`src/rtl/prefix_adder_arbiter_if.sv`:
```
// Request/response bundle for the shared prefix-adder arbiter.
// master = requesters plus response consumer, slave = the arbiter.
interface prefix_adder_arbiter_if #(
    parameter int NREQ  = 4,
    parameter int WIDTH = 16,
    parameter int IDW   = $clog2(NREQ)
) ();
    logic [NREQ-1:0]       req_valid;
    logic [NREQ-1:0]       req_ready;
    logic [NREQ*WIDTH-1:0] req_a;
    logic [NREQ*WIDTH-1:0] req_b;
    logic [NREQ-1:0]       req_cin;
    logic [NREQ-1:0]       req_last;
    logic                  rsp_valid;
    logic                  rsp_ready;
    logic [IDW-1:0]        rsp_id;
    logic [WIDTH-1:0]      rsp_sum;
    logic                  rsp_cout;
    logic                  rsp_last;

    modport master (
        output req_valid, req_a, req_b, req_cin, req_last, rsp_ready,
        input  req_ready, rsp_valid, rsp_id, rsp_sum, rsp_cout, rsp_last
    );

    modport slave (
        input  req_valid, req_a, req_b, req_cin, req_last, rsp_ready,
        output req_ready, rsp_valid, rsp_id, rsp_sum, rsp_cout, rsp_last
    );
endinterface

```
`src/rtl/prefix_adder_arbiter.sv`:
```
// One WIDTH-bit parallel-prefix adder shared by NREQ requesters.
// Round-robin per burst; burst beats chain their carry LSW first;
// one registered response slot with backpressure.
module prefix_adder_arbiter #(
    parameter int NREQ  = 4,
    parameter int WIDTH = 16,
    parameter int IDW   = $clog2(NREQ)
) (
    input logic                  clk,
    input logic                  rst_n,
    prefix_adder_arbiter_if.slave bus
);
    localparam int LVLS = $clog2(WIDTH);

    typedef enum logic {IDLE, BURST} state_e;

    state_e           state_q, state_d;
    logic [IDW-1:0]   rr_ptr_q, rr_ptr_d;
    logic [IDW-1:0]   owner_q, owner_d;
    logic             carry_q, carry_d;
    logic             rsp_valid_q, rsp_valid_d;
    logic [IDW-1:0]   rsp_id_q, rsp_id_d;
    logic [WIDTH-1:0] rsp_sum_q, rsp_sum_d;
    logic             rsp_cout_q, rsp_cout_d;
    logic             rsp_last_q, rsp_last_d;

    logic [IDW-1:0]   win, sel, idx;
    logic             win_vld, grant_vld, slot_free, accept;
    logic [NREQ-1:0]  ready;
    logic [WIDTH-1:0] op_a, op_b, sum;
    logic             cin_sel, last_sel, cout;

    function automatic logic [IDW-1:0] inc_wrap(input logic [IDW-1:0] v);
        return (v == IDW'(NREQ-1)) ? '0 : v + 1'b1;
    endfunction

    // Round-robin winner: first valid requester at or after rr_ptr.
    // Scanning downward lets the lowest offset overwrite the others.
    always_comb begin
        win     = '0;
        win_vld = 1'b0;
        idx     = '0;
        for (int k = NREQ-1; k >= 0; k--) begin
            idx = IDW'((int'(rr_ptr_q) + k) % NREQ);
            if (bus.req_valid[idx]) begin
                win     = idx;
                win_vld = 1'b1;
            end
        end
    end

    // Grant and operand selection; a burst owner keeps the grant even while idle.
    always_comb begin
        sel       = (state_q == BURST) ? owner_q : win;
        grant_vld = (state_q == BURST) || win_vld;
        slot_free = !rsp_valid_q || bus.rsp_ready;
        ready     = (grant_vld && slot_free) ? (NREQ'(1) << sel) : '0;
        accept    = |(ready & bus.req_valid);
        op_a      = bus.req_a[sel*WIDTH +: WIDTH];
        op_b      = bus.req_b[sel*WIDTH +: WIDTH];
        cin_sel   = (state_q == BURST) ? carry_q : bus.req_cin[sel];
        last_sel  = bus.req_last[sel];
    end

    // Knowles [1,1,...,1] prefix network; carry-in folded into bit 0 generate.
    logic [LVLS:0][WIDTH-1:0]   gl;
    logic [LVLS-1:0][WIDTH-1:0] pl;
    logic [WIDTH-1:0]           pxor;
    logic [WIDTH:0]             carry;

    assign pxor  = op_a ^ op_b;
    assign gl[0] = (op_a & op_b) | {{(WIDTH-1){1'b0}}, pxor[0] & cin_sel};
    assign pl[0] = pxor;

    for (genvar l = 0; l < LVLS; l++) begin : g_lvl
        for (genvar i = 0; i < WIDTH; i++) begin : g_bit
            if (i >= (1 << l)) begin : g_op
                assign gl[l+1][i] = gl[l][i] | (pl[l][i] & gl[l][i-(1<<l)]);
                if (l < LVLS-1) begin : g_p
                    assign pl[l+1][i] = pl[l][i] & pl[l][i-(1<<l)];
                end
            end else begin : g_pass
                assign gl[l+1][i] = gl[l][i];
                if (l < LVLS-1) begin : g_p
                    assign pl[l+1][i] = pl[l][i];
                end
            end
        end
    end

    assign carry = {gl[LVLS], cin_sel};
    assign sum   = pxor ^ carry[WIDTH-1:0];
    assign cout  = carry[WIDTH];

    // Next-state: arbitration FSM, carry chain and response slot.
    always_comb begin
        state_d     = state_q;
        rr_ptr_d    = rr_ptr_q;
        owner_d     = owner_q;
        carry_d     = carry_q;
        rsp_valid_d = rsp_valid_q;
        rsp_id_d    = rsp_id_q;
        rsp_sum_d   = rsp_sum_q;
        rsp_cout_d  = rsp_cout_q;
        rsp_last_d  = rsp_last_q;
        if (accept) begin
            rsp_valid_d = 1'b1;
            rsp_id_d    = sel;
            rsp_sum_d   = sum;
            rsp_cout_d  = cout;
            rsp_last_d  = last_sel;
            carry_d     = cout;
            if (state_q == IDLE) begin
                if (last_sel) begin
                    rr_ptr_d = inc_wrap(sel);
                end else begin
                    state_d = BURST;
                    owner_d = sel;
                end
            end else if (last_sel) begin
                state_d  = IDLE;
                rr_ptr_d = inc_wrap(owner_q);
            end
        end else if (bus.rsp_ready) begin
            rsp_valid_d = 1'b0;
        end
    end

    // State and response registers.
    always_ff @(posedge clk or negedge rst_n) begin
        if (!rst_n) begin
            state_q     <= IDLE;
            rr_ptr_q    <= '0;
            owner_q     <= '0;
            carry_q     <= 1'b0;
            rsp_valid_q <= 1'b0;
            rsp_id_q    <= '0;
            rsp_sum_q   <= '0;
            rsp_cout_q  <= 1'b0;
            rsp_last_q  <= 1'b0;
        end else begin
            state_q     <= state_d;
            rr_ptr_q    <= rr_ptr_d;
            owner_q     <= owner_d;
            carry_q     <= carry_d;
            rsp_valid_q <= rsp_valid_d;
            rsp_id_q    <= rsp_id_d;
            rsp_sum_q   <= rsp_sum_d;
            rsp_cout_q  <= rsp_cout_d;
            rsp_last_q  <= rsp_last_d;
        end
    end

    assign bus.req_ready = ready;
    assign bus.rsp_valid = rsp_valid_q;
    assign bus.rsp_id    = rsp_id_q;
    assign bus.rsp_sum   = rsp_sum_q;
    assign bus.rsp_cout  = rsp_cout_q;
    assign bus.rsp_last  = rsp_last_q;
endmodule

```
`src/flat_wrapper.sv`:
```
// flat-port wrapper written by rule: the top's interface ports become plain ports
module prefix_adder_arbiter_flat 
#(
    parameter int NREQ  = 4,
    parameter int WIDTH = 16,
    parameter int IDW   = $clog2(NREQ)
)
  (clk, rst_n, bus_req_valid, bus_req_a, bus_req_b, bus_req_cin, bus_req_last, bus_rsp_ready, bus_req_ready, bus_rsp_valid, bus_rsp_id, bus_rsp_sum, bus_rsp_cout, bus_rsp_last);
  prefix_adder_arbiter_if #(.NREQ(NREQ), .WIDTH(WIDTH), .IDW(IDW)) bus_i ();
  input logic clk;
  input logic rst_n;
  input wire logic [$bits(bus_i.req_valid)-1:0] bus_req_valid;
  input wire logic [$bits(bus_i.req_a)-1:0] bus_req_a;
  input wire logic [$bits(bus_i.req_b)-1:0] bus_req_b;
  input wire logic [$bits(bus_i.req_cin)-1:0] bus_req_cin;
  input wire logic [$bits(bus_i.req_last)-1:0] bus_req_last;
  input wire logic [$bits(bus_i.rsp_ready)-1:0] bus_rsp_ready;
  output wire logic [$bits(bus_i.req_ready)-1:0] bus_req_ready;
  output wire logic [$bits(bus_i.rsp_valid)-1:0] bus_rsp_valid;
  output wire logic [$bits(bus_i.rsp_id)-1:0] bus_rsp_id;
  output wire logic [$bits(bus_i.rsp_sum)-1:0] bus_rsp_sum;
  output wire logic [$bits(bus_i.rsp_cout)-1:0] bus_rsp_cout;
  output wire logic [$bits(bus_i.rsp_last)-1:0] bus_rsp_last;
  assign bus_i.req_valid = bus_req_valid;
  assign bus_i.req_a = bus_req_a;
  assign bus_i.req_b = bus_req_b;
  assign bus_i.req_cin = bus_req_cin;
  assign bus_i.req_last = bus_req_last;
  assign bus_i.rsp_ready = bus_rsp_ready;
  assign bus_req_ready = bus_i.req_ready;
  assign bus_rsp_valid = bus_i.rsp_valid;
  assign bus_rsp_id = bus_i.rsp_id;
  assign bus_rsp_sum = bus_i.rsp_sum;
  assign bus_rsp_cout = bus_i.rsp_cout;
  assign bus_rsp_last = bus_i.rsp_last;
  prefix_adder_arbiter #(.NREQ(NREQ), .WIDTH(WIDTH), .IDW(IDW)) u_core (.clk(clk), .rst_n(rst_n), .bus(bus_i));
endmodule
```
`config.mk`:
```
export PLATFORM = sky130hd
export DESIGN_NAME = prefix_adder_arbiter_flat
export DESIGN_NICKNAME = d
export VERILOG_FILES = /design/src/rtl/prefix_adder_arbiter_if.sv /design/src/rtl/prefix_adder_arbiter.sv /design/src/flat_wrapper.sv
export SDC_FILE = /design/constraint.sdc
export NUM_CORES = 1
export LEC_CHECK = 0
export BUFFER_PORTS_ARGS = -buffer_cell sky130_fd_sc_hd__buf_2
export CAP_MARGIN = 20
export CORE_MARGIN = 2
export CORE_UTILIZATION = 45
export CTS_CLUSTER_DIAMETER = 100
export DETAILED_ROUTE_END_ITERATION = 12
export PLACE_DENSITY = 0.8
export SETUP_SLACK_MARGIN = 0.15
export SYNTH_ARGS = -nofsm -noshare
export SYNTH_HDL_FRONTEND = slang
export SYNTH_SLANG_ARGS = --single-unit
```
`constraint.sdc`:
```
create_clock -name clk -period 4.88 [get_ports clk]
set_input_delay 0.732 -clock clk [delete_from_list [all_inputs] [get_ports clk]]
set_output_delay 0.732 -clock clk [all_outputs]
set_load 0.01 [all_outputs]
```
==> flow_summary.ini <==
[run_status]
status = completed

[grt]
grt_overflow = 0
antenna_found_initial = 0
grt_pass1_vias = 3528
grt_first_pass_wirelength_um = 16600
grt_max_degree = 61
grt_usage_pct = 26.5

[floorplan]
start_util_pct = 46.8
die_area_mm2 = 0.00780
die_h_um = 88.3
die_width_um = 88.3
pin_count = 168
fp-row-count = 30
fp.coreArea_mm2 = 0.00683

[critical_path]
crit_type = primary input to register
r2r_cells = 13
r2r_start = u_core.rr_ptr_q[1]
cp.required_ns = 5.09
cp.arrival_ns = 4.27
r2r-end = u_core.bus.rsp_sum[15]
r2r_slack_ns = 0.88
cp-end-kind = register
crit_fanout = 51
startpoint_type = primary input

[min_path]
min_path_type = primary input to asynchronous set/reset pin

[timing]
slew_viol_final = 0
fin_setup_tns_ns = 0
setup_viol = 0
maxSlewHeadroom_pct = 56.0
finalHoldViolCount = 0
finalCritPeriodShare_pct = 83.1
setup_ws_ns = 0.826
rsz0062_at_grt = false
fin_skew_ns = 0.00566
worst_slew_pin_slew_ns = 0.652
whs_ns = 0.439
period_needed_ns = 4.05
fmax_ghz = 0.247

[placement]
gp_congestion = 0.934
pre_cts_ws_ns = 0.650
place.detailed.hpwl_um = 8710
io_buffers = 167

[logic_synthesis]
syn-num-nets = 633
ys_warn_count = 0
synth_largest_area_cell = dfrtp_1
syn_area_per_cell_um2 = 6.82
synthTopCellsByArea = dfrtp_1, nand2_1, ha_1
synth_cells = 469
synth-edff-count = 0
yosys-top-cells-count = nand2_1, a31oi_1, and3_1
synth_seq_area_share_pct = 20.3
netlist_area_mm2 = 0.00320
synth_most_common_cell = nand2_1
synthDistinctLibCells = 55
async_reset_ff_share_pct = 100
synth_seq_cells = 26
synth.top_cell.area_share_pct = 20.3
synth_top_flop_cell = dfrtp_1

[clocking]
root_buffer = clkbuf_8
postCtsSetupBuffers = 0
ctsHoldBuffers = 0
cts_sinks = 26
insertion_delay_ns = 0.27
cts_buffer_depth = 2
post_cts_resized = 0
htreeDepth = 1
cts_buffers = 3
cts.clk_slew.worst_paths_ns = 0.09
cts_tree = done

[detailed_routing]
wl_per_cell_um = 14.8
drt_pass1_iterations = 5
via_per_inst = 5.57
drtAntennaViolNets = 0
drc_errors = 0
vias = 3991
dr_wl_met2_um = 4860
routed.top_layer = met4
wl_met3_um = 748
drtIter0Drc = 297
wl_um = 10600
wl_met1_um = 4810

[finish]
insertedDiodeCount = 0
fillers = 640
area_growth_pct = 29.3
drive_above_1_share_pct = 30.2
fin_nets = 785

[job]
drv_cap = 0
-- state kept, by name, indices dropped and copies added, names as in the netlist --
signal,count
u_core.bus.rsp_sum,16
u_core.bus.rsp_last,1
u_core.bus.rsp_id,2
u_core.owner_q,2
u_core.bus.rsp_valid,1
u_core.rr_ptr_q,2
u_core.state_q,1
u_core.carry_q,1
-- worst max-delay path: stages --
cell       delay, ns
buf_2           0.13
mux2i_1         0.08
o2bb2ai_1       0.18
o31ai_4         0.38
buf_4           0.48
nand2_1         0.09
and3_1          0.19
a31oi_1         0.19
ha_1            0.35
a21oi_1         0.21
o21ai_0         0.26
or3_1           0.44
or3b_2          0.44
nand3_1         0.09
-- metal layers --
metal	global-route usage, %	up-vias
met5	0	-
met4	7.02	0
met3	1.49	14
met2	41.4	209
met1	39.8	1803
li1	-	1965
-- logic make-up after synthesis --
family	synth area share [%]
AND/OR/NAND/NOR	35.7
buffers and inverters	6.29
AO/OA/AOI/OAI	23.8
adder cells (fa/ha/maj)	8.68
multiplexers	3.56
XOR/XNOR	1.64
flip-flops	20.3
-- cell usage in the layout, fill, tap and decap left out, types with 3 or more instances in the layout --
cell / netlist / final
buf_2: 8 / 167
nand2_1: 158 / 158
a31oi_1: 34 / 34
and3_1: 31 / 31
dfrtp_1: 26 / 26
nor2_1: 21 / 21
o21ai_0: 20 / 20
ha_1: 19 / 19
a21oi_1: 13 / 13
nand3_1: 9 / 9
nand2b_1: 8 / 8
inv_1: 8 / 8
mux2i_1: 8 / 8
o21a_1: 7 / 7
buf_4: 2 / 6
and2_1: 5 / 5
a21o_1: 5 / 5
xnor2_1: 5 / 5
nor3_1: 5 / 5
o31ai_1: 5 / 5
nor3b_1: 4 / 4
a211oi_1: 4 / 4
or4_1: 4 / 4
clkbuf_8: 0 / 4
o21ai_1: 3 / 3
o41ai_1: 3 / 3
-- per-stage QoR --
step                cell area, um^2  cells  utilization [%]
detailed placement             4080    712             59.8
floorplan                      3200    469                -
global route                   4140    716             60.6
global placement               4080    711             59.7
CTS                            4140    716             60.6
finish                         4140    716             60.6
-- layout make-up --
class,count,area [um^2],area share (%)
sequential,26,651,15.7
tap,96,120,2.90
multi-input combinational,406,2360,57.0
inverter,9,33.8,0.816
clock buffer,4,55.1,1.33
timing repair buffer,175,921,22.3
-- worst max-delay path by stage --
stage | from | to | slack (ns) | cells after the start
2_1_floorplan | bus_req_valid[1] | u_core.carry_q | 0.97 | 16
3_3_place_gp | bus_req_valid[3] | u_core.bus.rsp_sum[15] | 0.74 | 14
3_5_place_dp | bus_req_valid[3] | u_core.bus.rsp_sum[7] | 0.65 | 15
4_1_cts | bus_req_valid[3] | u_core.bus.rsp_sum[7] | 0.90 | 15
5_1_grt | bus_req_valid[3] | u_core.bus.rsp_sum[7] | 0.60 | 15
6_report | bus_req_valid[3] | u_core.bus.rsp_sum[15] | 0.83 | 14
Power is left out: the tool's default activity adds up to more than one toggle a clock period on the data nets, which glitch-free logic cannot reach.
